$ cat src/rtl/stream_bit_packer_if.sv
// stream_bit_packer_if
//   Groups the input and output valid/ready streams of stream_bit_packer.
//   Parameters:
//     T      element type carried on in_data
//     OUT_W  packed output word width in bits
//   Signals:
//     in_valid/in_ready/in_data/in_last        element stream into the packer
//     out_valid/out_ready/out_data/out_last    packed word stream out of the packer
//     out_pad                                  zero pad bits at the MSB end of a last word
//   Modports:
//     slave   the packer side
//     master  the producer/consumer side wrapped around the packer
interface stream_bit_packer_if #(
  parameter type T     = bit [6:0],
  parameter int  OUT_W = 20
);
  localparam int PW = $clog2(OUT_W + 1);

  logic             in_valid;
  logic             in_ready;
  T                 in_data;
  logic             in_last;
  logic             out_valid;
  logic             out_ready;
  logic [OUT_W-1:0] out_data;
  logic             out_last;
  logic [PW-1:0]    out_pad;

  modport slave (
    input  in_valid, in_data, in_last, out_ready,
    output in_ready, out_valid, out_data, out_last, out_pad
  );

  modport master (
    output in_valid, in_data, in_last, out_ready,
    input  in_ready, out_valid, out_data, out_last, out_pad
  );
endinterface

$ cat src/rtl/stream_bit_packer.sv
// stream_bit_packer
//   Packs a stream of narrow elements of type T into OUT_W-bit words, LSB first,
//   with elements allowed to straddle word boundaries. A beat carrying in_last
//   switches to flush mode: remaining full words go out, then the residual bits
//   go out zero-padded with out_last set and out_pad giving the pad count.
//   Ports:
//     clk    rising-edge clock
//     rst_n  asynchronous active-low reset
//     bus    stream_bit_packer_if.slave (input and output valid/ready streams)
//   in_ready/out_valid/out_data/out_last/out_pad depend on registered state only.
module stream_bit_packer #(
  parameter type T     = bit [6:0],
  parameter int  OUT_W = 20
) (
  input  logic                  clk,
  input  logic                  rst_n,
  stream_bit_packer_if.slave    bus
);
  localparam int IN_W = $bits(T);
  localparam int CAP  = OUT_W + IN_W - 1;
  localparam int CW   = $clog2(CAP + 1);
  localparam int PW   = $clog2(OUT_W + 1);

  // Bit buffer: valid bits occupy [count_q-1:0], oldest bit at position 0.
  logic [CAP-1:0]   data_q, data_d;
  logic [CW-1:0]    count_q, count_d;
  logic             flush_q, flush_d;

  logic             in_ready_s;
  logic             out_valid_s;
  logic [OUT_W-1:0] out_data_s;
  logic             out_last_s;
  logic [PW-1:0]    out_pad_s;
  logic             in_fire_s;
  logic             out_fire_s;

  // Output side decode: handshake flags and masked/padded word from current state.
  always_comb begin
    in_ready_s  = 1'b0;
    out_valid_s = 1'b0;
    out_data_s  = {OUT_W{1'b0}};
    out_last_s  = 1'b0;
    out_pad_s   = {PW{1'b0}};
    if (flush_q) begin
      in_ready_s  = 1'b0;
      out_valid_s = (count_q != {CW{1'b0}});
    end else begin
      in_ready_s  = (count_q < CW'(OUT_W));
      out_valid_s = (count_q >= CW'(OUT_W));
    end
    // Bits beyond the fill level are stale; force them to zero (this is the pad).
    for (int i = 0; i < OUT_W; i++) begin
      if (CW'(i) < count_q) begin
        out_data_s[i] = data_q[i];
      end else begin
        out_data_s[i] = 1'b0;
      end
    end
    out_last_s = flush_q && (count_q <= CW'(OUT_W));
    if (out_last_s) begin
      out_pad_s = PW'(CW'(OUT_W) - count_q);
    end else begin
      out_pad_s = {PW{1'b0}};
    end
  end

  assign in_fire_s  = bus.in_valid && in_ready_s;
  assign out_fire_s = out_valid_s && bus.out_ready;

  // Next-state: append a beat, or retire a word. The two never fire together
  // because in_ready and out_valid are mutually exclusive by construction.
  always_comb begin
    data_d  = data_q;
    count_d = count_q;
    flush_d = flush_q;
    if (in_fire_s) begin
      data_d[count_q +: IN_W] = bus.in_data;
      count_d = count_q + CW'(IN_W);
      if (bus.in_last) begin
        flush_d = 1'b1;
      end else begin
        flush_d = flush_q;
      end
    end else if (out_fire_s) begin
      if (out_last_s) begin
        data_d  = {CAP{1'b0}};
        count_d = {CW{1'b0}};
        flush_d = 1'b0;
      end else begin
        data_d  = data_q >> OUT_W;
        count_d = count_q - CW'(OUT_W);
      end
    end else begin
      data_d  = data_q;
      count_d = count_q;
    end
  end

  // State register.
  always_ff @(posedge clk or negedge rst_n) begin
    if (!rst_n) begin
      data_q  <= {CAP{1'b0}};
      count_q <= {CW{1'b0}};
      flush_q <= 1'b0;
    end else begin
      data_q  <= data_d;
      count_q <= count_d;
      flush_q <= flush_d;
    end
  end

  assign bus.in_ready  = in_ready_s;
  assign bus.out_valid = out_valid_s;
  assign bus.out_data  = out_data_s;
  assign bus.out_last  = out_last_s;
  assign bus.out_pad   = out_pad_s;
endmodule

$ cat src/flat_wrapper.sv
// flat-port wrapper written by rule: the top's interface ports become plain ports
module stream_bit_packer_flat 
#(
  parameter type T     = bit [6:0],
  parameter int  OUT_W = 20
)
  (clk, rst_n, bus_in_valid, bus_in_data, bus_in_last, bus_out_ready, bus_in_ready, bus_out_valid, bus_out_data, bus_out_last, bus_out_pad);
  stream_bit_packer_if #(.T(T), .OUT_W(OUT_W)) bus_i ();
  input  logic clk;
  input  logic rst_n;
  input wire logic [$bits(bus_i.in_valid)-1:0] bus_in_valid;
  input wire logic [$bits(bus_i.in_data)-1:0] bus_in_data;
  input wire logic [$bits(bus_i.in_last)-1:0] bus_in_last;
  input wire logic [$bits(bus_i.out_ready)-1:0] bus_out_ready;
  output wire logic [$bits(bus_i.in_ready)-1:0] bus_in_ready;
  output wire logic [$bits(bus_i.out_valid)-1:0] bus_out_valid;
  output wire logic [$bits(bus_i.out_data)-1:0] bus_out_data;
  output wire logic [$bits(bus_i.out_last)-1:0] bus_out_last;
  output wire logic [$bits(bus_i.out_pad)-1:0] bus_out_pad;
  assign bus_i.in_valid = bus_in_valid;
  assign bus_i.in_data = bus_in_data;
  assign bus_i.in_last = bus_in_last;
  assign bus_i.out_ready = bus_out_ready;
  assign bus_in_ready = bus_i.in_ready;
  assign bus_out_valid = bus_i.out_valid;
  assign bus_out_data = bus_i.out_data;
  assign bus_out_last = bus_i.out_last;
  assign bus_out_pad = bus_i.out_pad;
  stream_bit_packer #(.T(T), .OUT_W(OUT_W)) u_core (.clk(clk), .rst_n(rst_n), .bus(bus_i));
endmodule
$ cat config.mk
export PLATFORM = sky130hd
export DESIGN_NAME = stream_bit_packer_flat
export DESIGN_NICKNAME = d
export VERILOG_FILES = /design/src/rtl/stream_bit_packer_if.sv /design/src/rtl/stream_bit_packer.sv /design/src/flat_wrapper.sv
export SDC_FILE = /design/constraint.sdc
export NUM_CORES = 1
export LEC_CHECK = 0
export CAP_MARGIN = 20
export CORE_UTILIZATION = 61
export CTS_BUF_LIST = sky130_fd_sc_hd__clkbuf_16
export DETAILED_ROUTE_END_ITERATION = 10
export GPL_TIMING_DRIVEN = 0
export PLACE_DENSITY = 0.87
export SLEW_MARGIN = 20
export SYNTH_ARGS = -nofsm -noshare
export SYNTH_HDL_FRONTEND = slang
export SYNTH_SLANG_ARGS = --single-unit
$ cat constraint.sdc
create_clock -name clk -period 9.25 [get_ports clk]
set_clock_uncertainty 0.1 [all_clocks]
set_input_delay 1.3875 -clock clk [delete_from_list [all_inputs] [get_ports clk]]
set_output_delay 1.3875 -clock clk [all_outputs]
set_load 0.01 [all_outputs]
==> impl_metrics.tcl <==
set metrics [dict create \
    drt-initial-drc-count 648 \
    route.vias.total 3715 \
    async_flop_share_pct 100.0 \
    drv_slew 0 \
    start_kind "register" \
    synth_cells 385 \
    hold_violations 0 \
    drive_gt1_share_pct 11.09 \
    grt_overflow 0 \
    cp.arrival_ns 3.60 \
    grt_use_total_pct 46.04 \
    antenna_found_initial 0 \
    ys_seq_area_share_pct 25.80 \
    syn_nets 406 \
    postRouteAntennaNets 0 \
    final_core_utilization_pct 77.74 \
    fill_cells 375 \
    die_area_um2 5378 \
    cts_resized 0 \
    cts_max_level 2 \
    clkTransAtPathRegs_ns 0.06 \
    fin_crit_sh_pct 55.00 \
    final_cell_mix "38 x nand2_1, 38 x clkdlybuf4s50_1, 33 x nor2_1" \
    dp_hpwl_um 8612 \
    cp_max_fo 10 \
    crit_family "buffers and inverters" \
    drtPass1Iterations 6 \
    synth_adder_area_share_pct 3.628 \
    cts_tree "yes" \
    status "finished, final reports clean" \
    drc_errors 0 \
    cts_buffers 5 \
    setup_viol 0 \
    cts_buffer_depth 2 \
    fp.coreArea_um2 4817 \
    rows 25 \
    wl_per_cell_um 23.82 \
    num_antenna_cells 0 \
    worstMarginPinSlew_ns 1.076 \
    crit_type "register to output pin" \
    holdBufCountCts 0 \
    hp-class "register to register" \
    cts_setup_buffers 0 \
    grt_max_degree 18 \
    nets 453 \
    grt_pass1_vias 3378 \
    gp_congestion 1.077 \
    grt_pass1_wl_um 18090 \
    cp_slowest_cell "clkdlybuf4s50_1" \
    yosys.area_share.simple_pct 23.38 \
    crit_buf_inv 7 \
    synth_edf_count 0 \
    ys.warnings.count 0 \
    avgSynthCellArea_um2 8.063 \
    port_buffers 39 \
    netlist_area_um2 3104 \
    ios 40 \
    clk_latency_ns 0.28 \
    ys_seq_elements 32 \
    fin_tns_setup_ns 0 \
    muxShareOfSynthArea_pct 9.351 \
    wirelength_um 11910 \
    dieWidth_um 73.34 \
    ctsRootBufferMaster "clkbuf_16" \
    viasPerCell 7.430 \
    crit_top_cell "clkbuf_1" \
    max_freq_ghz 0.1965 \
    crit_chain "buf_6 > clkbuf_1 > inv_1 > ha_1 > clkbuf_1 > clkbuf_1 > inv_1 > nor2_1 > clkdlybuf4s50_1" \
    max-slew-margin-rel_pct 27.70 \
    worstPathRequired_ns 7.76 \
    fp.dieH_um 73.34 \
    max_cap_violations 0 \
    initial_core_util_pct 64.44 \
    synth_xor_area_share_pct 1.129 \
    synth_top_family_by_area "compound AO/OA/AOI/OAI gates" \
    ys.flop_type "dfrtp_1" \
    clock_sinks 32 \
    area_growth_pct 20.64 \
    setup.worst_path.end_class "output pin" \
    synth_cell_types 67 \
    slowest_delay_ns 0.56 \
    fin_crit_ns 5.088 \
    synth_compound_area_share_pct 30.23 \
    rsz0062_at_grt "no" \
]
[worst reg2reg max path: cells and delay by family, from the launching register on]
family,cells,cell delay [ns]
DFF,1,0.44
AOI/OAI and AO/OA,2,0.67
buffers and inverters,5,1.93
and+or+nand+nor,2,0.46
adders and majority gates,2,0.68
[final timing paths]
| kind | cells after the start | slack, ns | from | to |
|---|---|---|---|---|
| worst max-delay path | 9 | 4.16 | u_core.count_q[1] | bus_out_pad[1] |
| worst min-delay path | 2 | 0.43 | u_core.data_q[15] | u_core.data_q[15] |
| worst max register to register | 11 | 4.82 | u_core.count_q[2] | u_core.data_q[16] |
| worst min register to register | 2 | 0.43 | u_core.data_q[15] | u_core.data_q[15] |
| max in group asynchronous | 2 | 7.64 | rst_n | u_core.data_q[5] |
| min in group asynchronous | 1 | 0.95 | rst_n | u_core.count_q[0] |
[sequential cells by signal, indices dropped and copies added, names as in the netlist]
name / flops
u_core.data_q: 26
u_core.count_q: 5
u_core.flush_q: 1
[cells by family after synthesis]
group | count (synthesis)
multiplexers | 25
AO/OA/AOI/OAI | 131
buffers and inverters | 45
adder cells (fa/ha/maj) | 9
flip-flops | 32
XOR/XNOR | 4
AND/OR/NAND/NOR | 139
[synth_stat cells (all sizes together), types with 6 or more instances]
cell type,instances,area (µm²)
a21oi,29,145.1
dfrtp,32,800.8
a22oi,6,45.04
nor3,11,76.33
inv,13,48.79
a21boi,8,60.06
o21ai,19,95.09
o211ai,8,60.06
nand3,18,90.09
o31ai,8,65.06
mux2,12,135.1
a31oi,6,37.54
and2,8,50.05
buf,13,81.32
a32oi,9,78.83
ha,9,112.6
nand2,38,142.6
nor2,34,130.1
clkbuf,19,71.32
mux2i,12,132.6
[through the flow]
step	instances	hold WS, ns	instance area [µm²]	worst slack, ns
global placement	491	0.3820	3578	4.697
global route	500	0.4428	3745	4.100
finish	500	0.4293	3745	4.162
floorplan	385	0.3687	3104	5.745
CTS	500	0.4185	3745	4.296
detailed placement	492	0.4059	3601	4.623
[final cells by class]
cell class	instances	area, µm²	share of cell area (%)
clock buffers	5	125.1	3.341
well taps	67	83.83	2.239
plain buffers	32	152.6	4.076
inverters	13	48.80	1.303
multi-input cells	308	2102	56.13
flip-flops and latches	32	800.8	21.38
clock inverters	3	18.77	0.5012
repair buffers	40	412.9	11.03
[per-layer routing]
metal / wire, µm / GRT usage (%)
met1: 4361 / 61.13
met2: 5232 / 71.50
met3: 1535 / 9.465
met4: 779 / 22.65
met5: 0 / 0
Power is not shown: default switching activity piles up to over one toggle a cycle in this logic, so the estimate is an artifact.
